[src/rtl/item_table_ctrl_if.sv]
`default_nettype none
// +----------------------------------------------------------------------+
// | Module : item_table_ctrl_if                                          |
// | Brief  : Request/response bundle between the command FSM and the     |
// |          item-table sequencing controller.                           |
// | Rev    : 1.0  initial release                                        |
// +----------------------------------------------------------------------+
interface item_table_ctrl_if #(
  parameter int NAME_NUM_BITS = 56,
  parameter int STOCK_BITS    = 8,
  parameter int USER_BITS     = 4,
  parameter int COUNT_BITS    = 4
);
  logic                     i_req;
  logic [1:0]               i_op;
  logic [NAME_NUM_BITS-1:0] i_name;
  logic [STOCK_BITS-1:0]    i_stock;
  logic [USER_BITS-1:0]     i_user;
  logic                     o_busy;
  logic                     o_done;
  logic [2:0]               o_status;
  logic [STOCK_BITS-1:0]    o_stock;
  logic [COUNT_BITS-1:0]    o_count;

  // Command side: issues requests, observes results
  modport master (
    output i_req, i_op, i_name, i_stock, i_user,
    input  o_busy, o_done, o_status, o_stock, o_count
  );

  // Controller side
  modport slave (
    input  i_req, i_op, i_name, i_stock, i_user,
    output o_busy, o_done, o_status, o_stock, o_count
  );
endinterface
`default_nettype wire

[src/rtl/item_table_ctrl.sv]
`default_nettype none
// +----------------------------------------------------------------------+
// | Module : item_table_ctrl                                             |
// | Brief  : Item table (name/stock/owner) with FIND/ADD/DEL/BUY ops.    |
// |          Each op scans all entries one per cycle, then commits.      |
// | Rev    : 1.0  initial release                                        |
// +----------------------------------------------------------------------+
module item_table_ctrl #(
  parameter int MAX_ITEMS            = 8,
  parameter int NAME_NUM_ASCII_CHARS = 7,
  parameter int NAME_NUM_BITS        = NAME_NUM_ASCII_CHARS*8,
  parameter int STOCK_BITS           = 8,
  parameter int USER_BITS            = 4,
  parameter int COUNT_BITS           = 4
) (
  input  logic             i_clk,
  input  logic             i_reset_n,
  item_table_ctrl_if.slave bus
);
  localparam int                IDX_BITS = (MAX_ITEMS > 1) ? $clog2(MAX_ITEMS) : 1;
  localparam logic [IDX_BITS-1:0] LAST_IDX = IDX_BITS'(MAX_ITEMS - 1);

  localparam logic [1:0] OP_FIND = 2'd0;
  localparam logic [1:0] OP_ADD  = 2'd1;
  localparam logic [1:0] OP_DEL  = 2'd2;
  localparam logic [1:0] OP_BUY  = 2'd3;

  localparam logic [2:0] STS_OK        = 3'd0;
  localparam logic [2:0] STS_FULL      = 3'd1;
  localparam logic [2:0] STS_EXISTS    = 3'd2;
  localparam logic [2:0] STS_UNKNOWN   = 3'd3;
  localparam logic [2:0] STS_NOT_OWNER = 3'd4;
  localparam logic [2:0] STS_NO_STOCK  = 3'd5;

  typedef enum logic [1:0] {
    ST_IDLE = 2'd0,
    ST_SCAN = 2'd1,
    ST_EXEC = 2'd2
  } state_t;

  state_t state, state_nxt;

  // Table storage; only the valid bits need a reset value
  logic [MAX_ITEMS-1:0]     valid;
  logic [NAME_NUM_BITS-1:0] name_tab  [MAX_ITEMS];
  logic [STOCK_BITS-1:0]    stock_tab [MAX_ITEMS];
  logic [USER_BITS-1:0]     owner_tab [MAX_ITEMS];

  // Request captured at acceptance so later input changes are ignored
  logic [1:0]               op_q;
  logic [NAME_NUM_BITS-1:0] name_q;
  logic [STOCK_BITS-1:0]    stock_q;
  logic [USER_BITS-1:0]     user_q;

  logic [IDX_BITS-1:0]      idx, match_idx, free_idx;
  logic                     match_found, free_found;

  logic                     done_q;
  logic [2:0]               status_q;
  logic [STOCK_BITS-1:0]    stock_out;
  logic [COUNT_BITS-1:0]    count;

  logic [2:0]               exec_status;
  logic [STOCK_BITS-1:0]    exec_stock, tgt_stock;
  logic                     do_add, do_del, do_buy;

  // State register
  always_ff @(posedge i_clk) begin
    if (!i_reset_n) state <= ST_IDLE;
    else            state <= state_nxt;
  end

  // Next-state: accept while idle, full fixed-length scan, one commit cycle
  always_comb begin
    state_nxt = state;
    case (state)
      ST_IDLE: if (bus.i_req) state_nxt = ST_SCAN;
      ST_SCAN: if (idx == LAST_IDX) state_nxt = ST_EXEC;
      ST_EXEC: state_nxt = ST_IDLE;
      default: state_nxt = ST_IDLE;
    endcase
  end

  // Request capture and scan: first name match, lowest free slot
  always_ff @(posedge i_clk) begin
    if (!i_reset_n) begin
      idx         <= '0;
      match_found <= 1'b0;
      free_found  <= 1'b0;
      match_idx   <= '0;
      free_idx    <= '0;
      op_q        <= OP_FIND;
      name_q      <= '0;
      stock_q     <= '0;
      user_q      <= '0;
    end else if (state == ST_IDLE) begin
      if (bus.i_req) begin
        op_q        <= bus.i_op;
        name_q      <= bus.i_name;
        stock_q     <= bus.i_stock;
        user_q      <= bus.i_user;
        idx         <= '0;
        match_found <= 1'b0;
        free_found  <= 1'b0;
      end
    end else if (state == ST_SCAN) begin
      if (valid[idx] && (name_tab[idx] == name_q) && !match_found) begin
        match_found <= 1'b1;
        match_idx   <= idx;
      end
      if (!valid[idx] && !free_found) begin
        free_found <= 1'b1;
        free_idx   <= idx;
      end
      idx <= idx + IDX_BITS'(1);
    end
  end

  // Commit decision from the scan result, in each op's priority order
  always_comb begin
    exec_status = STS_OK;
    exec_stock  = '0;
    do_add      = 1'b0;
    do_del      = 1'b0;
    do_buy      = 1'b0;
    tgt_stock   = stock_tab[match_idx];
    case (op_q)
      OP_FIND: begin
        if (match_found) exec_stock  = tgt_stock;
        else             exec_status = STS_UNKNOWN;
      end
      OP_ADD: begin
        if (match_found)      exec_status = STS_EXISTS;
        else if (!free_found) exec_status = STS_FULL;
        else begin
          do_add     = 1'b1;
          exec_stock = stock_q;
        end
      end
      OP_DEL: begin
        if (!match_found) exec_status = STS_UNKNOWN;
        else if ((owner_tab[match_idx] != user_q) && (user_q != '0)) begin
          exec_status = STS_NOT_OWNER;
          exec_stock  = tgt_stock;
        end else begin
          do_del = 1'b1;
        end
      end
      OP_BUY: begin
        if (!match_found) exec_status = STS_UNKNOWN;
        else if (tgt_stock == '0) exec_status = STS_NO_STOCK;
        else begin
          do_buy     = 1'b1;
          exec_stock = tgt_stock - STOCK_BITS'(1);
        end
      end
      default: exec_status = STS_OK;
    endcase
  end

  // Valid bits: set on ADD, cleared on DEL, all cleared by reset
  always_ff @(posedge i_clk) begin
    if (!i_reset_n) begin
      valid <= '0;
    end else if (state == ST_EXEC) begin
      if (do_add) valid[free_idx]  <= 1'b1;
      if (do_del) valid[match_idx] <= 1'b0;
    end
  end

  // Entry payload writes; gated by reset so an aborted op leaves no trace
  always_ff @(posedge i_clk) begin
    if (i_reset_n && (state == ST_EXEC)) begin
      if (do_add) begin
        name_tab[free_idx]  <= name_q;
        stock_tab[free_idx] <= stock_q;
        owner_tab[free_idx] <= user_q;
      end
      if (do_buy) stock_tab[match_idx] <= exec_stock;
    end
  end

  // Result registers: held until the next commit
  always_ff @(posedge i_clk) begin
    if (!i_reset_n) begin
      done_q    <= 1'b0;
      status_q  <= STS_OK;
      stock_out <= '0;
      count     <= '0;
    end else begin
      done_q <= (state == ST_EXEC);
      if (state == ST_EXEC) begin
        status_q  <= exec_status;
        stock_out <= exec_stock;
        if (do_add) count <= count + COUNT_BITS'(1);
        if (do_del) count <= count - COUNT_BITS'(1);
      end
    end
  end

  assign bus.o_busy   = (state != ST_IDLE);
  assign bus.o_done   = done_q;
  assign bus.o_status = status_q;
  assign bus.o_stock  = stock_out;
  assign bus.o_count  = count;

endmodule
`default_nettype wire

[src/flat_wrapper.sv]
// flat-port wrapper written by rule: the top's interface ports become plain ports
module item_table_ctrl_flat 
#(
  parameter int MAX_ITEMS            = 8,
  parameter int NAME_NUM_ASCII_CHARS = 7,
  parameter int NAME_NUM_BITS        = NAME_NUM_ASCII_CHARS*8,
  parameter int STOCK_BITS           = 8,
  parameter int USER_BITS            = 4,
  parameter int COUNT_BITS           = 4
)
  (i_clk, i_reset_n, bus_i_req, bus_i_op, bus_i_name, bus_i_stock, bus_i_user, bus_o_busy, bus_o_done, bus_o_status, bus_o_stock, bus_o_count);
  item_table_ctrl_if #(.NAME_NUM_BITS(NAME_NUM_BITS), .STOCK_BITS(STOCK_BITS), .USER_BITS(USER_BITS), .COUNT_BITS(COUNT_BITS)) bus_i ();
  input  logic i_clk;
  input  logic i_reset_n;
  input wire logic [$bits(bus_i.i_req)-1:0] bus_i_req;
  input wire logic [$bits(bus_i.i_op)-1:0] bus_i_op;
  input wire logic [$bits(bus_i.i_name)-1:0] bus_i_name;
  input wire logic [$bits(bus_i.i_stock)-1:0] bus_i_stock;
  input wire logic [$bits(bus_i.i_user)-1:0] bus_i_user;
  output wire logic [$bits(bus_i.o_busy)-1:0] bus_o_busy;
  output wire logic [$bits(bus_i.o_done)-1:0] bus_o_done;
  output wire logic [$bits(bus_i.o_status)-1:0] bus_o_status;
  output wire logic [$bits(bus_i.o_stock)-1:0] bus_o_stock;
  output wire logic [$bits(bus_i.o_count)-1:0] bus_o_count;
  assign bus_i.i_req = bus_i_req;
  assign bus_i.i_op = bus_i_op;
  assign bus_i.i_name = bus_i_name;
  assign bus_i.i_stock = bus_i_stock;
  assign bus_i.i_user = bus_i_user;
  assign bus_o_busy = bus_i.o_busy;
  assign bus_o_done = bus_i.o_done;
  assign bus_o_status = bus_i.o_status;
  assign bus_o_stock = bus_i.o_stock;
  assign bus_o_count = bus_i.o_count;
  item_table_ctrl #(.MAX_ITEMS(MAX_ITEMS), .NAME_NUM_ASCII_CHARS(NAME_NUM_ASCII_CHARS), .NAME_NUM_BITS(NAME_NUM_BITS), .STOCK_BITS(STOCK_BITS), .USER_BITS(USER_BITS), .COUNT_BITS(COUNT_BITS)) u_core (.i_clk(i_clk), .i_reset_n(i_reset_n), .bus(bus_i));
endmodule
[config.mk]
export PLATFORM = sky130hd
export DESIGN_NAME = item_table_ctrl_flat
export DESIGN_NICKNAME = d
export VERILOG_FILES = /design/src/rtl/item_table_ctrl_if.sv /design/src/rtl/item_table_ctrl.sv /design/src/flat_wrapper.sv
export SDC_FILE = /design/constraint.sdc
export NUM_CORES = 1
export LEC_CHECK = 0
export ABC_CLOCK_PERIOD_IN_PS = 17000
export CORE_MARGIN = 2
export CORE_UTILIZATION = 55
export CTS_CLUSTER_SIZE = 30
export DETAILED_ROUTE_END_ITERATION = 7
export PLACE_DENSITY_LB_ADDON = 0.08
export SYNTH_ARGS = -nofsm -noshare
export SYNTH_HDL_FRONTEND = slang
export SYNTH_SLANG_ARGS = --single-unit
[constraint.sdc]
create_clock -name i_clk -period 17 [get_ports i_clk]
set_clock_uncertainty 0.1 [all_clocks]
set_input_delay 3.4 -clock i_clk [delete_from_list [all_inputs] [get_ports i_clk]]
set_output_delay 3.4 -clock i_clk [all_outputs]
set_load 0.005 [all_outputs]
Word level (Yosys, flattened, before mapping)
Memory sizes are Yosys's and may differ from the RTL's. A register that Yosys moved wholly into a read port is not among the register bits. Index checks and enable logic that the tools add are counted.

Order comparisons: 5. Reduce and logical (&&, ||, !) cells: 28. Add/subtract/negate cells: 4. Bitwise logic cells: 4. Equal/unequal tests: 10. Multiplexer cells: 65.

Operator list (count): 8-bit 2-to-1 mux (12); 56-bit equality test (1); 3-bit 2-to-1 mux (15); 8-bit one-hot mux with 4 select lines (1); 1-bit 2-to-1 mux (27); 3-bit by 4-bit less-than comparator with 1-bit output, second input constant (3); 3-bit one-hot mux with 4 select lines (1); 3-bit AND reduction (4); 2-bit nonzero test (5); 8-bit AND (1); 8-bit logical NOT (1); 4-bit 2-to-1 mux (2); 8-bit NOT (1); 8-bit bitwise OR (1); 2-bit AND reduction (4); 8-bit OR reduction (1); 8-bit by 1-bit subtractor with 8-bit output, second input constant (1); 1-bit logical AND (7); 1-bit demux with 3-bit select (2); 2-bit equality test, second input constant (3); 3-bit by 1-bit >= comparator with 1-bit output, second input constant (2); 2-bit 2-to-1 mux (3); 4-bit by 1-bit adder with 4-bit output, second input constant (1); 2-bit by 1-bit equality test with 1-bit output, second input constant (2); other kinds (12) (15).

Word-level logic and storage cells: 134. Memories: 3. Memory bits (writable): 544. Output and inout port bits: 17. Register bits after elaboration: 107.

Memories: u_core.name_tab (words 8, bits a word 56, read ports 1, clocked after memory_dff 1, write ports 1, line item_table_ctrl.sv:45) `logic [NAME_NUM_BITS-1:0] name_tab [MAX_ITEMS];`; u_core.stock_tab (words 8, bits a word 8, read ports 1, clocked after memory_dff 1, write ports 1, line item_table_ctrl.sv:46) `logic [STOCK_BITS-1:0] stock_tab [MAX_ITEMS];`; u_core.owner_tab (words 8, bits a word 4, read ports 1, clocked after memory_dff 1, write ports 1, line item_table_ctrl.sv:47) `logic [USER_BITS-1:0] owner_tab [MAX_ITEMS];`.

Depth between registers and ports, before layout
Depth after elaboration: 10. Mapped depth: 16.

Worst setup path before layout
No wires, ideal clock.

Kind: in2reg. From: in i_reset_n. To: mem u_core.stock_tab[1][0], enable pin. Path slack: 7782 ps. Library setup time: 398 ps. Cell stages on the path: 6. Data required time: 16502 ps. Arrival: 8720 ps. Cells stage by stage: clkinv_1 -> nor2_1 -> nand3_1 -> nor3_1 -> inv_1 -> o41ai_1.

Cells in the longest elaborated chain, start to end: 5. Elaborated cells between the ends (all ways): 8.

Ends and longest elaborated chain: start: declaration (line flat_wrapper.sv:14) `input logic i_reset_n;`; 1-bit logical AND * (line item_table_ctrl.sv:173) `if (i_reset_n && (state == ST_EXEC)) begin`; 1-bit 2-to-1 mux (line item_table_ctrl.sv:173); 1-bit 2-to-1 mux (not written as such) (line item_table_ctrl.sv:179) `if (do_buy) stock_tab[match_idx] <= exec_stock;`; 8-bit OR reduction (no line); 3-bit 2-to-1 mux (no line) or 1-bit 2-to-1 mux (tied branches); end: declaration (line item_table_ctrl.sv:46).

Every way passes the cells marked *; elsewhere a longest branch is shown, timed or not.

Final worst setup path
From: in i_reset_n. To: mem u_core.name_tab[5][38], enable pin.

Cells in the longest elaborated chain, start to end: 3.

Ends and longest elaborated chain: 1-bit logical AND (line item_table_ctrl.sv:173); 1-bit 2-to-1 mux (line item_table_ctrl.sv:173); 1-bit 2-to-1 mux (not written as such) (line item_table_ctrl.sv:175) `name_tab[free_idx] <= name_q;`; end: declaration (line item_table_ctrl.sv:45).

Every way passes these cells.

==> impl_metrics.prom <==
# TYPE chip_impl_metric gauge
chip_impl_info{name="outcome",value="completed"} 1
chip_impl_metric{name="pwr-share-comb",unit="%"} 3.3
chip_impl_metric{name="clk_transition_reported_paths",unit="ps"} 60
chip_impl_metric{name="drv.max_cap_violation_count",unit=""} 0
chip_impl_metric{name="synth.yosys.warnings",unit=""} 0
chip_impl_metric{name="drtAntennaViolNets",unit=""} 0
chip_impl_metric{name="fraction_of_registers_with_async_set_or_reset_after_synthesis",unit="%"} 0
chip_impl_metric{name="detail_route.drc_violations",unit=""} 0
chip_impl_metric{name="cts_buffer_depth",unit=""} 3
chip_impl_metric{name="grt_overall_usage",unit="%"} 23.10
chip_impl_info{name="layout.cells.most_common",value="sky130_fd_sc_hd__edfxtp_1"} 1
chip_impl_metric{name="reg2reg_depth",unit=""} 10
chip_impl_metric{name="power.sequential.fraction",unit="%"} 53.5
chip_impl_metric{name="cell_internal_pwr",unit="mW"} 2.651
chip_impl_metric{name="synthesis.instances",unit=""} 1675
chip_impl_metric{name="yosys.cell_types.count",unit=""} 69
chip_impl_metric{name="design.core.area",unit="mm^2"} 0.04675
chip_impl_metric{name="mappedNetlistArea",unit="mm^2"} 0.02617
chip_impl_metric{name="layout.cells.non_filler",unit=""} 2431
chip_impl_info{name="worst_path_dominant_cell_family",value="buffers and inverters"} 1
chip_impl_metric{name="cp_slowest_stage_delay",unit="ps"} 1070
chip_impl_metric{name="vias",unit=""} 14570
chip_impl_metric{name="start_util",unit="%"} 55.98
chip_impl_metric{name="io_buffer_count",unit=""} 89
chip_impl_metric{name="reg2reg_setup_slack",unit="ps"} 11970
chip_impl_metric{name="drt-pass1-iter-count",unit=""} 5
chip_impl_metric{name="clock.fmax",unit="MHz"} 134.6
chip_impl_metric{name="cts.hold.buffers_added",unit=""} 0
chip_impl_metric{name="tritoncts_num_sinks",unit=""} 657
chip_impl_metric{name="drt-total-wl",unit="um"} 56010
chip_impl_metric{name="drive_gt1_share",unit="%"} 14.86
chip_impl_metric{name="grt.overflow.total",unit=""} 0
chip_impl_metric{name="switching_share",unit="%"} 20.53
chip_impl_info{name="critPathSlowestCell",value="sky130_fd_sc_hd__clkdlybuf4s50_1"} 1
chip_impl_metric{name="finalCritPeriodShare",unit="%"} 43.70
chip_impl_metric{name="post_synth.cell_area_avg",unit="um^2"} 15.63
chip_impl_metric{name="postSynthRegisterBits",unit=""} 657
chip_impl_metric{name="numCtsBuffers",unit=""} 68
chip_impl_metric{name="number_of_antenna_violations_at_the_first_check_in_global_routing",unit=""} 1
chip_impl_metric{name="viasPerCell",unit=""} 5.991
chip_impl_metric{name="synthToLayoutAreaGrowth",unit="%"} 13.95
chip_impl_metric{name="row_count",unit=""} 79
chip_impl_metric{name="synth.yosys.seq_area_share",unit="%"} 71.06
chip_impl_metric{name="grt_start_max_net_pins",unit=""} 76
chip_impl_metric{name="fin_area",unit="mm^2"} 0.02982
chip_impl_info{name="crit_start",value="i_reset_n"} 1
chip_impl_metric{name="wl_per_instance",unit="um"} 23.04
chip_impl_metric{name="layout.filler_cells",unit=""} 3366
chip_impl_metric{name="crit_buf_inv",unit=""} 3
chip_impl_metric{name="detailedRoute.firstIterationViolations",unit=""} 1237
chip_impl_metric{name="cts_post_setup_buffers_inserted",unit=""} 0
chip_impl_info{name="critical_path_class",value="in2reg"} 1
chip_impl_metric{name="netSwitchingPower",unit="mW"} 0.6849
chip_impl_metric{name="design_power_total",unit="mW"} 3.335
chip_impl_info{name="critPathCaptureType",value="flip-flop"} 1
chip_impl_metric{name="clock_latency",unit="ps"} 590
chip_impl_metric{name="worst_hold_slack",unit="ps"} 357.5
chip_impl_metric{name="via_count_of_the_first_global_routing_pass",unit=""} 14600
chip_impl_info{name="rsz_0062_raised_after_global_routing",value="false"} 1
chip_impl_metric{name="finalSetupTns",unit="ps"} 0
chip_impl_info{name="most-common-layout-cells",value="544 x sky130_fd_sc_hd__edfxtp_1, 188 x sky130_fd_sc_hd__nand2_1, 120 x sky130_fd_sc_hd__a21oi_1"} 1
chip_impl_info{name="timing.critical_path.to",value="u_core.name_tab[5][38]$_DFFE_PP_"} 1
chip_impl_metric{name="synth_nets",unit=""} 1755
chip_impl_metric{name="power.share.clock",unit="%"} 43.2
chip_impl_metric{name="placed_cell_area",unit="mm^2"} 0.02765
chip_impl_info{name="cts_tree",value="built"} 1
chip_impl_metric{name="io-pin-count",unit=""} 90
chip_impl_metric{name="h_tree_level_count",unit=""} 3
chip_impl_metric{name="slew-limit-headroom",unit="%"} 22.97
chip_impl_metric{name="cellLeakagePower",unit="nW"} 9.560
chip_impl_metric{name="place_congestion",unit=""} 0.8002
chip_impl_metric{name="ir_worst_vdd",unit="mV"} 0.07959
chip_impl_metric{name="setup_slack",unit="ps"} 9570
chip_impl_metric{name="grt_first_pass_wirelength",unit="um"} 86320
chip_impl_metric{name="worstPathArrival",unit="ps"} 7560
chip_impl_metric{name="die_h",unit="um"} 222.1
chip_impl_info{name="r2r-end",value="u_core.match_idx[2]$_SDFFE_PN0P_"} 1
chip_impl_metric{name="diodes",unit=""} 0
chip_impl_info{name="clockRootBuffer",value="sky130_fd_sc_hd__clkbuf_16"} 1
chip_impl_metric{name="setup_viol",unit=""} 0
chip_impl_metric{name="cp_num_cells",unit=""} 6
chip_impl_metric{name="critical_path_required",unit="ps"} 17130
chip_impl_metric{name="drv_slew",unit=""} 0
chip_impl_metric{name="chip_width",unit="um"} 222.1
chip_impl_metric{name="place.detailed.hpwl",unit="um"} 31730
chip_impl_metric{name="design.final.nets",unit=""} 1851
chip_impl_info{name="synthFlopType",value="sky130_fd_sc_hd__edfxtp_1"} 1
chip_impl_info{name="min_path_type",value="reg2reg"} 1
chip_impl_metric{name="dpl_worst_slack",unit="ps"} 8972
chip_impl_metric{name="synth-edff-count",unit=""} 544
chip_impl_metric{name="dieArea",unit="mm^2"} 0.04935
chip_impl_metric{name="power_per_cell_area",unit="mW/mm^2"} 111.8
chip_impl_metric{name="cts_resized",unit=""} 0
chip_impl_metric{name="crit_fanout",unit=""} 32
chip_impl_metric{name="timing.final.hold_violations",unit=""} 0
chip_impl_metric{name="fin_crit",unit="ps"} 7430
chip_impl_metric{name="placed_cells",unit=""} 2308
chip_impl_metric{name="utilization",unit="%"} 63.79
chip_impl_info{name="crit_path_start_kind",value="input port"} 1
chip_impl_info{name="crit_chain",value="clkdlybuf4s50_1 -> clkinv_2 -> nor2_1 -> nand3_1 -> nor2_4 -> buf_4"} 1
chip_impl_metric{name="worstMarginPinSlew",unit="ps"} 1155
## worst reg2reg max path, delay by kind of cell, from the launching register on
family / cells / cell delay (ps)
xor+xnor: 1 / 200
mux: 2 / 860
buf+inv: 2 / 1420
flops: 1 / 690
compound gates: 3 / 610
simple gates: 2 / 970
## flip-flops by register name, summed over array words and instances, names as in the netlist, 4 cells and up, named ones only
| signal | count |
|---|---|
| u_core.name_tab | 448 |
| u_core.stock_tab | 64 |
| u_core.name_q | 56 |
| u_core.owner_tab | 32 |
| u_core.bus.o_stock | 8 |
| u_core.stock_q | 8 |
| u_core.valid | 8 |
| u_core.bus.o_count | 4 |
| u_core.user_q | 4 |
## per-layer routing
layer	vias up	GRT usage (%)	routed length (um)
li1	6694	-	-
met1	7310	33.05	25040
met2	474	36.51	26520
met3	85	4.002	3201
met4	2	7.258	1235
met5	-	0	13
## power groups by stage
| stage | Sequential [mW] | Combinational [mW] | Clock (mW) |
|---|---|---|---|
| CTS | 1.78 | 0.111 | 1.47 |
| detailed placement | 1.82 | 0.111 | 0 |
| global route | 1.79 | 0.122 | 1.53 |
| floorplan | 1.80 | 0.0709 | 0 |
| global placement | 1.82 | 0.109 | 0 |
| finish | 1.78 | 0.111 | 1.44 |
## final cells by class
type	instances	area (um^2)	area share, %
Inverter	5	20.02	0.06713
Clock inverter	31	240.2	0.8055
Timing Repair Buffer	113	1071	3.591
Multi-Input combinational cell	926	7187	24.10
Tap cell	607	759.5	2.547
Sequential cell	657	18610	62.39
Clock buffer	92	1938	6.499
## worst min path at each step
stage / endpoint / from / cells past startpoint / slack, ps
5_1_grt: u_core.bus.o_status[1]$_SDFFE_PN0P_ / u_core.bus.o_status[1]$_SDFFE_PN0P_ / 2 / 400
6_report: u_core.bus.o_status[1]$_SDFFE_PN0P_ / u_core.bus.o_status[1]$_SDFFE_PN0P_ / 2 / 360
4_1_cts: u_core.bus.o_status[1]$_SDFFE_PN0P_ / u_core.bus.o_status[1]$_SDFFE_PN0P_ / 2 / 360
3_3_place_gp: u_core.bus.o_status[2]$_SDFFE_PN0P_ / u_core.bus.o_status[2]$_SDFFE_PN0P_ / 2 / 350
3_5_place_dp: u_core.bus.o_status[1]$_SDFFE_PN0P_ / u_core.bus.o_status[1]$_SDFFE_PN0P_ / 2 / 350
2_1_floorplan: u_core.stock_q[0]$_SDFFE_PN0P_ / u_core.stock_q[0]$_SDFFE_PN0P_ / 2 / 350
## cells in the mapped netlist, types with 14 or more instances
library cell / instances / area share, %
sky130_fd_sc_hd__nor3_1: 15 / 0.29
sky130_fd_sc_hd__o22ai_1: 30 / 0.72
sky130_fd_sc_hd__dfxtp_1: 113 / 8.6
sky130_fd_sc_hd__nor2b_1: 21 / 0.50
sky130_fd_sc_hd__nand2b_1: 17 / 0.41
sky130_fd_sc_hd__o21ai_0: 32 / 0.61
sky130_fd_sc_hd__xor2_1: 23 / 0.77
sky130_fd_sc_hd__a211oi_1: 16 / 0.46
sky130_fd_sc_hd__edfxtp_1: 544 / 62
sky130_fd_sc_hd__a21oi_1: 120 / 2.3
sky130_fd_sc_hd__and3_1: 14 / 0.33
sky130_fd_sc_hd__mux2i_1: 118 / 4.5
sky130_fd_sc_hd__clkbuf_1: 36 / 0.52
sky130_fd_sc_hd__a22oi_1: 32 / 0.92
sky130_fd_sc_hd__mux4_2: 60 / 5.2
sky130_fd_sc_hd__nand3_1: 17 / 0.33
sky130_fd_sc_hd__nor2_1: 34 / 0.49
sky130_fd_sc_hd__buf_2: 20 / 0.38
sky130_fd_sc_hd__mux2_2: 61 / 2.6
sky130_fd_sc_hd__nand2_1: 189 / 2.7
## cells by family (layout without fill, tap and decap cells)
logic type / Yosys count / count (layout) / synth area share (%)
AO/OA/AOI/OAI: 283 / 283 / 6.779
XOR/XNOR: 30 / 30 / 1.004
adder cells (fa/ha/maj): 7 / 7 / 0.3633
buffers and inverters: 92 / 241 / 1.788
flip-flops: 657 / 657 / 71.06
multiplexers: 241 / 241 / 12.41
AND/OR/NAND/NOR: 365 / 365 / 6.602
Power figures use the tool's default switching activity.
